==> config.mk <==
export PLATFORM = sky130hd
export DESIGN_NAME = receptor_tela_serial_flat
export DESIGN_NICKNAME = d
export VERILOG_FILES = /design/src/rtl/receptor_tela_serial_if.sv /design/src/rtl/receptor_tela_serial.sv /design/src/flat_wrapper.sv
export SDC_FILE = /design/constraint.sdc
export NUM_CORES = 1
export LEC_CHECK = 0
export CORE_MARGIN = 3
export CORE_UTILIZATION = 59
export CTS_BUF_LIST = sky130_fd_sc_hd__clkbuf_8
export CTS_CLUSTER_DIAMETER = 60
export DETAILED_ROUTE_END_ITERATION = 12
export PLACE_DENSITY = 0.77
export REMOVE_ABC_BUFFERS = 1
export SKIP_LAST_GASP = 1
export SYNTH_ARGS = -nofsm -noshare
export SYNTH_HDL_FRONTEND = slang
export SYNTH_SLANG_ARGS = --single-unit
==> constraint.sdc <==
create_clock -name clock -period 4.05 [get_ports clock]
set_clock_uncertainty 0.2 [all_clocks]
set_input_delay 0.405 -clock clock [delete_from_list [all_inputs] [get_ports clock]]
set_output_delay 0.405 -clock clock [all_outputs]
set_load 0.01 [all_outputs]
==> src/rtl/receptor_tela_serial_if.sv <==
// Serial line in, reassembled frame rows and status out.
// Slave side is the receiver, master side is whoever drives the line.
interface receptor_tela_serial_if;
  logic        entrada_serial;
  logic        linha_valida;
  logic [3:0]  linha_y;
  logic [14:0] linha_x;
  logic        quadro_pronto;
  logic        erro_quadro;
  logic        recebendo;
  logic [3:0]  db_estado;

  modport master (
    output entrada_serial,
    input  linha_valida,
    input  linha_y,
    input  linha_x,
    input  quadro_pronto,
    input  erro_quadro,
    input  recebendo,
    input  db_estado
  );

  modport slave (
    input  entrada_serial,
    output linha_valida,
    output linha_y,
    output linha_x,
    output quadro_pronto,
    output erro_quadro,
    output recebendo,
    output db_estado
  );
endinterface

==> src/rtl/receptor_tela_serial.sv <==
// 8N1 receiver that rebuilds a header/rows/xor-checksum frame
// and hands rows out one per pulse.
module receptor_tela_serial #(
  parameter int          CLKS_PER_BIT = 434,
  parameter int          NUM_LINHAS   = 16,
  parameter int          TIMEOUT_BITS = 20,
  parameter logic [7:0]  CABECALHO    = 8'h7E
) (
  input  logic clock,
  input  logic reset,
  receptor_tela_serial_if.slave bus
);

  localparam int CW    = $clog2(CLKS_PER_BIT);
  localparam int LIMIT = TIMEOUT_BITS * CLKS_PER_BIT;
  localparam int TW    = $clog2(LIMIT + 1);

  localparam logic [CW-1:0] FIM_BIT  = CW'(CLKS_PER_BIT - 1);
  localparam logic [CW-1:0] MEIO_BIT = CW'(CLKS_PER_BIT / 2 - 1);
  localparam logic [TW-1:0] FIM_TO   = TW'(LIMIT - 1);
  localparam logic [3:0]    ULTIMA   = 4'(NUM_LINHAS - 1);

  typedef enum logic [1:0] {
    OCIOSO, INICIO, DADOS, PARADA
  } rx_t;

  typedef enum logic [1:0] {
    ESPERA_CAB, BYTE_ALTO, BYTE_BAIXO, CHECKSUM
  } fr_t;

  logic s1, s2, rx_ant;

  rx_t           rx_st, rx_nx;
  logic [CW-1:0] cnt, cnt_nx;
  logic [2:0]    nbit, nbit_nx;
  logic [7:0]    dado, dado_nx;
  logic          byte_ok, erro_parada;

  fr_t           f_st, f_nx;
  logic [3:0]    row, row_nx;
  logic [7:0]    xacc, xor_nx;
  logic [6:0]    alto, alto_nx;
  logic [TW-1:0] to_cnt, to_nx;
  logic          timeout;

  logic          lv, lv_nx;
  logic [3:0]    ly, ly_nx;
  logic [14:0]   lx, lx_nx;
  logic          qp, qp_nx;
  logic          eq, eq_nx;

  // rx_ant is the previous synchronized sample, used for edge detect
  always_ff @(posedge clock or negedge reset) begin
    if (!reset) begin
      s1     <= 1'b1;
      s2     <= 1'b1;
      rx_ant <= 1'b1;
    end else begin
      s1     <= bus.entrada_serial;
      s2     <= s1;
      rx_ant <= s2;
    end
  end

  always_ff @(posedge clock or negedge reset) begin
    if (!reset) begin
      rx_st <= OCIOSO;
      cnt   <= '0;
      nbit  <= '0;
      dado  <= '0;
    end else begin
      rx_st <= rx_nx;
      cnt   <= cnt_nx;
      nbit  <= nbit_nx;
      dado  <= dado_nx;
    end
  end

  always_comb begin
    rx_nx       = rx_st;
    cnt_nx      = cnt + 1'b1;
    nbit_nx     = nbit;
    dado_nx     = dado;
    byte_ok     = 1'b0;
    erro_parada = 1'b0;
    unique case (rx_st)
      OCIOSO: begin
        cnt_nx = '0;
        if (rx_ant && !s2) rx_nx = INICIO;
      end
      INICIO: begin
        if (cnt == MEIO_BIT) begin
          cnt_nx  = '0;
          nbit_nx = '0;
          rx_nx   = s2 ? OCIOSO : DADOS;
        end
      end
      DADOS: begin
        if (cnt == FIM_BIT) begin
          cnt_nx  = '0;
          dado_nx = {s2, dado[7:1]};
          nbit_nx = nbit + 1'b1;
          if (nbit == 3'd7) rx_nx = PARADA;
        end
      end
      PARADA: begin
        if (cnt == FIM_BIT) begin
          cnt_nx      = '0;
          rx_nx       = OCIOSO;
          byte_ok     = s2;
          erro_parada = !s2;
        end
      end
      default: ;
    endcase
  end

  always_ff @(posedge clock or negedge reset) begin
    if (!reset) begin
      f_st   <= ESPERA_CAB;
      row    <= '0;
      xacc   <= '0;
      alto   <= '0;
      to_cnt <= '0;
      lv     <= 1'b0;
      ly     <= '0;
      lx     <= '0;
      qp     <= 1'b0;
      eq     <= 1'b0;
    end else begin
      f_st   <= f_nx;
      row    <= row_nx;
      xacc   <= xor_nx;
      alto   <= alto_nx;
      to_cnt <= to_nx;
      lv     <= lv_nx;
      ly     <= ly_nx;
      lx     <= lx_nx;
      qp     <= qp_nx;
      eq     <= eq_nx;
    end
  end

  // a byte arriving on the expiry cycle still counts and restarts the timer
  always_comb begin
    f_nx    = f_st;
    row_nx  = row;
    xor_nx  = xacc;
    alto_nx = alto;
    lv_nx   = 1'b0;
    ly_nx   = ly;
    lx_nx   = lx;
    qp_nx   = 1'b0;
    eq_nx   = 1'b0;
    to_nx   = (f_st == ESPERA_CAB || byte_ok)
            ? '0 : to_cnt + 1'b1;
    timeout = (f_st != ESPERA_CAB) && !byte_ok
            && (to_cnt == FIM_TO);
    unique case (f_st)
      ESPERA_CAB: begin
        if (byte_ok && dado == CABECALHO) begin
          f_nx   = BYTE_ALTO;
          row_nx = '0;
          xor_nx = '0;
        end
      end
      BYTE_ALTO: begin
        if (byte_ok) begin
          alto_nx = dado[6:0];
          xor_nx  = xacc ^ dado;
          f_nx    = BYTE_BAIXO;
        end
      end
      BYTE_BAIXO: begin
        if (byte_ok) begin
          xor_nx = xacc ^ dado;
          lv_nx  = 1'b1;
          ly_nx  = row;
          lx_nx  = {alto, dado};
          if (row == ULTIMA) begin
            f_nx = CHECKSUM;
          end else begin
            row_nx = row + 1'b1;
            f_nx   = BYTE_ALTO;
          end
        end
      end
      CHECKSUM: begin
        if (byte_ok) begin
          qp_nx = (dado == xacc);
          eq_nx = (dado != xacc);
          f_nx  = ESPERA_CAB;
        end
      end
      default: ;
    endcase
    if (f_st != ESPERA_CAB && (erro_parada || timeout)) begin
      f_nx  = ESPERA_CAB;
      eq_nx = 1'b1;
    end
  end

  assign bus.linha_valida  = lv;
  assign bus.linha_y       = ly;
  assign bus.linha_x       = lx;
  assign bus.quadro_pronto = qp;
  assign bus.erro_quadro   = eq;
  assign bus.recebendo     = (f_st != ESPERA_CAB);
  assign bus.db_estado     = {rx_st, f_st};

endmodule

==> src/flat_wrapper.sv <==
// flat-port wrapper written by rule: the top's interface ports become plain ports
module receptor_tela_serial_flat 
#(
  parameter int          CLKS_PER_BIT = 434,
  parameter int          NUM_LINHAS   = 16,
  parameter int          TIMEOUT_BITS = 20,
  parameter logic [7:0]  CABECALHO    = 8'h7E
)
  (clock, reset, bus_entrada_serial, bus_linha_valida, bus_linha_y, bus_linha_x, bus_quadro_pronto, bus_erro_quadro, bus_recebendo, bus_db_estado);
  receptor_tela_serial_if bus_i ();
  input  logic clock;
  input  logic reset;
  input wire logic [$bits(bus_i.entrada_serial)-1:0] bus_entrada_serial;
  output wire logic [$bits(bus_i.linha_valida)-1:0] bus_linha_valida;
  output wire logic [$bits(bus_i.linha_y)-1:0] bus_linha_y;
  output wire logic [$bits(bus_i.linha_x)-1:0] bus_linha_x;
  output wire logic [$bits(bus_i.quadro_pronto)-1:0] bus_quadro_pronto;
  output wire logic [$bits(bus_i.erro_quadro)-1:0] bus_erro_quadro;
  output wire logic [$bits(bus_i.recebendo)-1:0] bus_recebendo;
  output wire logic [$bits(bus_i.db_estado)-1:0] bus_db_estado;
  assign bus_i.entrada_serial = bus_entrada_serial;
  assign bus_linha_valida = bus_i.linha_valida;
  assign bus_linha_y = bus_i.linha_y;
  assign bus_linha_x = bus_i.linha_x;
  assign bus_quadro_pronto = bus_i.quadro_pronto;
  assign bus_erro_quadro = bus_i.erro_quadro;
  assign bus_recebendo = bus_i.recebendo;
  assign bus_db_estado = bus_i.db_estado;
  receptor_tela_serial #(.CLKS_PER_BIT(CLKS_PER_BIT), .NUM_LINHAS(NUM_LINHAS), .TIMEOUT_BITS(TIMEOUT_BITS), .CABECALHO(CABECALHO)) u_core (.clock(clock), .reset(reset), .bus(bus_i));
endmodule
* Yosys cells after proc, flatten, opt, wreduce, memory -nomap -nowiden
Cells that the tools add are included.
** Operators by class
- $add $sub $neg :: 4
- Equality and inequality tests :: 27
- Multiplexer cells :: 39
- Bitwise logic cells :: 1
- Reductions and logical operators :: 25
** Operator list (number)
- $pmux 9 s3 :: 1
- $mux 2 :: 12
- $mux 9 :: 2
- $mux 8 :: 2
- $pmux 2 s4 :: 2
- $pmux 8 s2 :: 1
- $add 14x1->14 const B :: 1
- $eq 14x14->1 const B :: 1
- $mux 14 :: 1
- $ne 2x1->1 const B :: 7
- $mux 4 :: 3
- $mux 1 :: 11
- $add 9x1->9 const B :: 1
- $eq 9x8->1 const B :: 1
- $eq 9x9->1 const B :: 1
- $ne 3x1->1 const B :: 3
- $eq 2x2->1 const B :: 4
- $eq 8x7->1 const B :: 1
- $eq 8x8->1 :: 1
- $ne 8x8->1 :: 1
- $pmux 4 s2 :: 1
- $reduce_and 4->1 :: 2
- $reduce_bool 2->1 :: 4
- $xor 8x8->8 :: 1
- other kinds (17) :: 31
** Storage, ports and cells
- Bits in registers :: 82
- Input port bits :: 3
- Output and inout port bits :: 27
- Logic and storage cells :: 113

* Logic depth before layout (Yosys ltp)
Gate-level depths: netlist (run 1).
- Word-level depth :: 10
- Depth in mapped cells :: 8
- Mapped depth without buffers :: 7

* Least setup slack after synthesis (run 1)
OpenSTA, ideal clock, no wires.
- Path kind :: register to register
- Start :: reg u_core.cnt[1]
- End :: reg u_core.f_st[0]
- Setup time :: 76 ps
- Data arrival time :: 1908 ps
- Data required time :: 3774 ps
- Path slack :: 1866 ps
- Cell stages (with the launch flop) :: 8
- Path buffers :: 0
- Clock period less this slack :: 2184 ps
- Cell sequence :: dfrtp_1 -> inv_1 -> ha_1 -> nand4b_4 -> nor4_1 -> mux2i_1 -> or4b_1 -> o21ai_1
** On the way
- Longest elaborated chain between the ends :: 10
- Elaborated cells on any way between the ends :: 17
- Those cells by class :: eq/ne: 5; mux: 5; reduce/logical: 7
** RTL lines
- from (decl) :: RTL line receptor_tela_serial.sv:34 : logic [CW-1:0] cnt, cnt_nx;
- from (signal assigned) :: RTL line receptor_tela_serial.sv:73 : cnt <= cnt_nx;
- $eq 9x9->1 * :: RTL line receptor_tela_serial.sv:107 : if (cnt == FIM_BIT) begin
- $mux 1 :: RTL line receptor_tela_serial.sv:107
- $mux 1 :: RTL line receptor_tela_serial.sv:86 : unique case (rx_st)
- $logic_not 1->1 :: RTL line receptor_tela_serial.sv:157 : timeout = (f_st != ESPERA_CAB) && !byte_ok
- $logic_and 1x1->1 :: RTL line receptor_tela_serial.sv:157
- $logic_and 1x1->1 :: RTL line receptor_tela_serial.sv:158 : && (to_cnt == FIM_TO);
- $logic_or 1x1->1 :: RTL line receptor_tela_serial.sv:197 : if (f_st != ESPERA_CAB && (erro_parada || timeout)) begin
- $logic_and 1x1->1 :: RTL line receptor_tela_serial.sv:197
- $ne 3x3->1 (no line) / $ne 3x1->1 (equally long branches)
- $reduce_and 4->1 (no line)
- to (signal assigned) :: RTL line receptor_tela_serial.sv:131 : f_st <= f_nx;
- to (decl) :: RTL line receptor_tela_serial.sv:39 : fr_t f_st, f_nx;
Every way passes the cells marked *; elsewhere a longest branch is shown, timed or not.
A chain may end at the register's enable or synchronous reset.

* Worst setup path in the final report (run 1)
- Start :: reg u_core.cnt[1]
- End :: reg u_core.ly[0], in the netlist u_core.bus.linha_y[0]
** On the way
- Longest elaborated chain between the ends :: 4
** RTL lines
- $eq 9x9->1 :: RTL line receptor_tela_serial.sv:107
- $mux 1 :: RTL line receptor_tela_serial.sv:107
- $mux 1 :: RTL line receptor_tela_serial.sv:86
- $reduce_and 2->1 (no line)
- to (signal assigned) :: RTL line receptor_tela_serial.sv:137 : ly <= ly_nx;
- to (decl) :: RTL line receptor_tela_serial.sv:47 : logic [3:0] ly, ly_nx;
No other way between the ends.

==> results of run 1 <==
critical path, stage by stage (launching register included):
cell and delay (ps):
dfrtp_1 400, inv_1 90, ha_1 190, nand4b_4 170, nor3_4 450, and2_1 770
mux2_2 420
per-stage QoR:
stage                     worst slack (ps)  hold WS [ps]  std cells  power [W]  cell area [um^2]
after floorplan                       1600         -90.6        327   0.000855              3850
after CTS                             1200          59.1        448    0.00148              4440
after global routing                  1050          97.8        448    0.00152              4440
after global placement                1290           152        433   0.000879              4230
after detailed placement              1210           155        433   0.000879              4230
final                                 1230          13.5        448    0.00146              4440
flip-flops by register name, summed over array words and instances, names as in the netlist, 2 cells and up, named ones only:
signal	cells
u_core.nbit	3
u_core.bus.linha_y	4
u_core.cnt	9
u_core.f_st	2
u_core.row	4
u_core.xacc	8
u_core.dado	8
u_core.bus.linha_x	15
u_core.to_cnt	14
u_core.alto	7
cells in the mapped netlist, types with 6 or more instances:
library cell and number:
o31ai_1 9, and3_1 6, nor2_1 31, mux2_1 8, ha_1 12, o21ai_1 10, dfrtp_1 79, nand3_1 13
mux2_2 28, nor2b_1 10, inv_1 16, nand2_1 21, o21ai_0 6, xor2_1 11, xnor2_1 16
worst paths after layout:
kind,start,depth (start not counted),to,slack (ps)
max,u_core.cnt[1],6,u_core.bus.linha_y[0],1230
min,reset,1,u_core.xacc[2],10
max reg2reg,u_core.cnt[1],6,u_core.bus.linha_y[0],1230
min reg2reg,u_core.s1,0,u_core.s2,160
max in group asynchronous,reset,1,u_core.to_cnt[6],2980
min in group clock,u_core.s1,0,u_core.s2,160
placed cells by master (no fill, tap or decap), types with 5 or more instances in the layout:
master / Yosys / routed
nor2b_1: 10 / 10
mux2_2: 28 / 28
nand3_1: 13 / 13
clkdlybuf4s50_1: 0 / 28
mux2_1: 8 / 8
inv_1: 16 / 16
nor2_1: 31 / 31
nand2_1: 21 / 21
nor3_1: 5 / 5
ha_1: 12 / 12
dfrtp_1: 79 / 79
o21ai_1: 10 / 10
xnor2_1: 16 / 16
and3_1: 6 / 6
xor2_1: 11 / 11
nand4_1: 5 / 5
o21ai_0: 6 / 6
o31ai_1: 9 / 9
clkbuf_8: 0 / 11
power by group:
| group | switching [W] | internal [W] | total, W |
|---|---|---|---|
| sequential | 0.00000516 | 0.000823 | 0.000828 |
| clock | 0.000281 | 0.000315 | 0.000596 |
| combinational | 0.0000246 | 0.00000875 | 0.0000333 |
| total | 0.000311 | 0.00115 | 0.00146 |
layout make-up:
cell class                 count  area, um^2  share of cell area
sequential                    82        2060               0.463
clock inverter                 4        51.3              0.0116
multi-input combinational    229        1730               0.391
inverter                      16        60.1              0.0135
tap                           77        96.3              0.0217
timing repair buffer          29         288              0.0649
clock buffer                  11         151              0.0341
layer usage:
metal  track usage  routed length [um]  up-vias
met3        0.0621                 294        7
met1         0.268                3150     1260
met2         0.321                3360       47
met4        0.0460                  67        0
li1              -                   -     1227
met5             0                   0        -
cell families after synthesis:
group / synth area share
AO/OA/AOI/OAI: 0.0729
XOR/XNOR: 0.0602
adder cells (fa/ha/maj): 0.0382
buffers and inverters: 0.0357
flip-flops: 0.523
multiplexers: 0.113
AND/OR/NAND/NOR: 0.157
==> results.cfg, run 1 <==
[clock_network]
cts_root_buf = clkbuf_8
numCtsBuffers = 9
path_clk_slew_ps = 80
cts_buffer_depth = 2
clock-sinks = 82
cts_hold_buf = 0
cts_resized = 0
cts_post_setup_buffers_inserted = 0
h-tree-depth = 3
cts_tree = done
clkLatencyLatePin_ps = 350

[sta]
drv_slew = 0
rsz0062_at_grt = false
tightestPinTransition_ps = 1000
fin_setup_tns_ps = 0
max-slew-margin-rel = 0.332
max_freq_ghz = 0.355
finalHoldViolations = 0
setup_viol = 0
finalCriticalPeriod_ps = 2820
finalCritPeriodShare = 0.696

[setup_path]
start_kind = flop
cp-end-kind = flop
crit_required_ps = 4080
path_class = reg2reg
crit_arrival_ps = 2850
worstPathMaxFanout = 20

[synthesis]
ys_seq_area_frac = 0.523
netlist_area_um2 = 3930
synth_cell_types = 45
syn_area_per_cell_um2 = 11.5
async_flop_share = 1.00
yosys_warnings = 0
synth_seq_cells = 82
synth_edf_count = 0
synth_largest_area_cell = dfrtp_1
ys_dominant_reg_cell = dfrtp_1
synth.area.top_cells = dfrtp_1 (50%), mux2_2 (8.0%), ha_1 (3.8%), xnor2_1 (3.6%), nor2_1 (3.0%)
synth.top_cell.area_share = 0.503
synth_cells = 342

[die]
rows = 29
dieArea_um2 = 7680
die_w_um = 87.6
die_height_um = 87.6
pin_count = 30
initial_core_util = 0.615
core_um2 = 6390

[drt]
routedWlPerCell_um = 15.3
wl_um = 6870
first_pass_iters = 4
final_antenna_net_count = 0
via_per_inst = 5.67
route.vias.total = 2541
drt_iter0_drc = 160
drc = 0

[placement]
portBuffers = 29
dp_hpwl_um = 4710
routabilityCongestion = 0.822

[layout]
diodes = 0
area_delta_synth_final_pct = 12.9
finalCoreUtilization = 0.695
final_nets = 382
drive_above_1_share = 0.154
fill_cells = 506

[global_routing]
overflow = 0
grt_max_degree = 83
grt_pass1_wl_um = 11900
grt_use_total = 0.200
grt_pass1_vias = 2520
antenna_found_initial = 0

[power]
peakVddDrop_v = 0.000228
cellLeakagePower_nw = 2.02
p_per_area_nw_per_um2 = 329

[run]
maxCapViolCount = 0

[outcome]
outcome = complete, no violations

[hold_path]
hold_class = in2async
Note: power is estimated with default switching activity, not from simulation.
==> inputs of run 2 (changes only) <==
--- a/config.mk
+++ b/config.mk
@@ -6,11 +6,11 @@
 export NUM_CORES = 1
 export LEC_CHECK = 0
 export CORE_MARGIN = 3
-export CORE_UTILIZATION = 59
+export CORE_UTILIZATION = 55
 export CTS_BUF_LIST = sky130_fd_sc_hd__clkbuf_8
 export CTS_CLUSTER_DIAMETER = 60
 export DETAILED_ROUTE_END_ITERATION = 12
-export PLACE_DENSITY = 0.77
+export PLACE_DENSITY = 0.76
 export REMOVE_ABC_BUFFERS = 1
 export SKIP_LAST_GASP = 1
 export SYNTH_ARGS = -nofsm -noshare
==> constraint.sdc (replaced) <==
create_clock -name clock -period 2.3 [get_ports clock]
set_clock_uncertainty 0.2 [all_clocks]
set_input_delay 0.23 -clock clock [delete_from_list [all_inputs] [get_ports clock]]
set_output_delay 0.23 -clock clock [all_outputs]
set_load 0.01 [all_outputs]
==> results.cfg, run 2 (synthesis results as in run 1) <==
[setup_path]
rr_worst_depth = 7
path_class = reg2reg
start_kind = flop
r2r-end = u_core.nbit[1]
crit_required_ps = 2330
worstPathMaxFanout = 5
cp-end-kind = flop
r2r-start = u_core.cnt[0]
crit_arrival_ps = 2240
rrSetupSlack_ps = 90

[clock_network]
cts_root_buf = clkbuf_8
numCtsBuffers = 9
path_clk_slew_ps = 80
clkLatencyLatePin_ps = 360
cts_tree = done
cts_buffer_depth = 2
clock-sinks = 82
h-tree-depth = 3

[layout]
drive_above_1_share = 0.248
largest_reg_flops = 15
final_common_cell = dfrtp_1
finalCoreUtilization = 0.700
layoutNonFillerInstCount = 495
final_nets = 409
mostFrequentLayoutCells = dfrtp_1 (78), nor2_1 (31), mux2_2 (28), clkdlybuf4s50_1 (28), buf_4 (24)
diodes = 0
area_delta_synth_final_pct = 22.3
fill_cells = 489

[run]
maxCapViolCount = 0

[drt]
top_layer_used = met4
route.vias.total = 2706
wirelength_met1_um = 3410
via_per_inst = 5.47
wl_um = 7720
first_pass_iters = 4
met2_length_um = 3940
final_antenna_net_count = 0
drc = 0
wl_met3_um = 208
routedWlPerCell_um = 15.6
drt_iter0_drc = 139

[sta]
finalHoldViolations = 0
finalCriticalPeriod_ps = 2210
drv_slew = 0
finalCritPeriodShare = 0.960
tightestPinTransition_ps = 497
fin_hold_ws_ps = 74.8
max_freq_ghz = 0.453
fin_setup_tns_ps = 0
max-slew-margin-rel = 0.669
setup_viol = 0

[die]
core_um2 = 6870
die_w_um = 90.5
die_height_um = 90.5
pin_count = 30
dieArea_um2 = 8200
rows = 30
initial_core_util = 0.572

[outcome]
outcome = complete, no violations

[placement]
portBuffers = 29
dp_cells = 475
routabilityCongestion = 0.842
dp_hpwl_um = 5090

[power]
p_per_area_nw_per_um2 = 580
cellLeakagePower_nw = 2.19
p_total_w = 0.00279
peakVddDrop_v = 0.000424

[global_routing]
grt_use_total = 0.197
overflow = 0
grt_pass1_vias = 2702
grt_max_degree = 57
grt_pass1_wl_um = 13000
antenna_found_initial = 0

[hold_path]
hold_class = in2reg
hold_depth = 1
hold_end = u_core.s1
hold_start = bus_entrada_serial
[run 2: cell types whose count changed in the layout (fill, tap and decap cells not counted), sizes merged, moves of 2 or more]
| cell | before | now |
|---|---|---|
| buf | 1 | 27 |
| bufinv | 1 | 3 |
| clkbuf | 11 | 9 |
| clkinv | 2 | 0 |
| inv | 16 | 18 |
[run 2: metrics by stage]
| stage | cell area (um^2) | worst slack [ps] |
|---|---|---|
| 2_1_floorplan | 3850 | -151 |
| 3_3_place_gp | 4460 | 101 |
| 3_5_place_dp | 4460 | 1.89 |
| 4_1_cts | 4710 | 47.9 |
| 5_1_grt | 4810 | -21.7 |
| 6_report | 4810 | 91.7 |
[run 2: worst max-delay path by stage]
stage / end / depth (start not counted) / slack [ps] / startpoint
floorplan: u_core.bus.linha_x[0] / 6 / -150 / u_core.cnt[1]
global route: u_core.nbit[1] / 7 / -20 / u_core.cnt[0]
global placement: u_core.f_st[0] / 7 / 100 / u_core.cnt[1]
detailed placement: u_core.f_st[0] / 7 / 2 / u_core.cnt[1]
finish: u_core.nbit[1] / 7 / 90 / u_core.cnt[0]
CTS: u_core.f_st[0] / 7 / 50 / u_core.cnt[1]
[run 2: routing by layer]
metal | up-vias | track usage
met5 | - | 0
met4 | 0 | 0.0867
met3 | 12 | 0.0333
met2 | 44 | 0.323
met1 | 1368 | 0.256
li1 | 1282 | -
[run 2: repair_timing]
action / CTS / global route
setup buffers: 0 / 4
endpoints found under the setup margin: 2 / 19
endpoints found under the hold margin: 79 / 0
hold buffers: 1 / 0
resized for setup: 2 / 18
pin swaps: 0 / 9
[run 2: worst max-delay path, stage by stage (launching register included)]
cell	delay [ps]
dfrtp_2	460
inv_1	80
ha_1	140
or4b_1	440
nor3_1	270
inv_1	130
o21ai_1	240
o22ai_1	120
[run 2: area by class of cell]
class / instances / area [um^2] / share of cell area
Sequential cell: 82 / 2060 / 0.428
Multi-Input combinational cell: 229 / 1810 / 0.376
Timing Repair Buffer: 56 / 522 / 0.109
Clock buffer: 9 / 124 / 0.0258
Tap cell: 96 / 120 / 0.0250
Clock inverter: 7 / 118 / 0.0245
Inverter: 16 / 60.1 / 0.0125
[run 2: power breakdown]
group,switching (W),internal [W],total [W]
Clock,0.000533,0.000721,0.00125
Combinational,0.0000521,0.0000262,0.0000783
Sequential,0.00000659,0.00145,0.00146
Total,0.000591,0.00220,0.00279
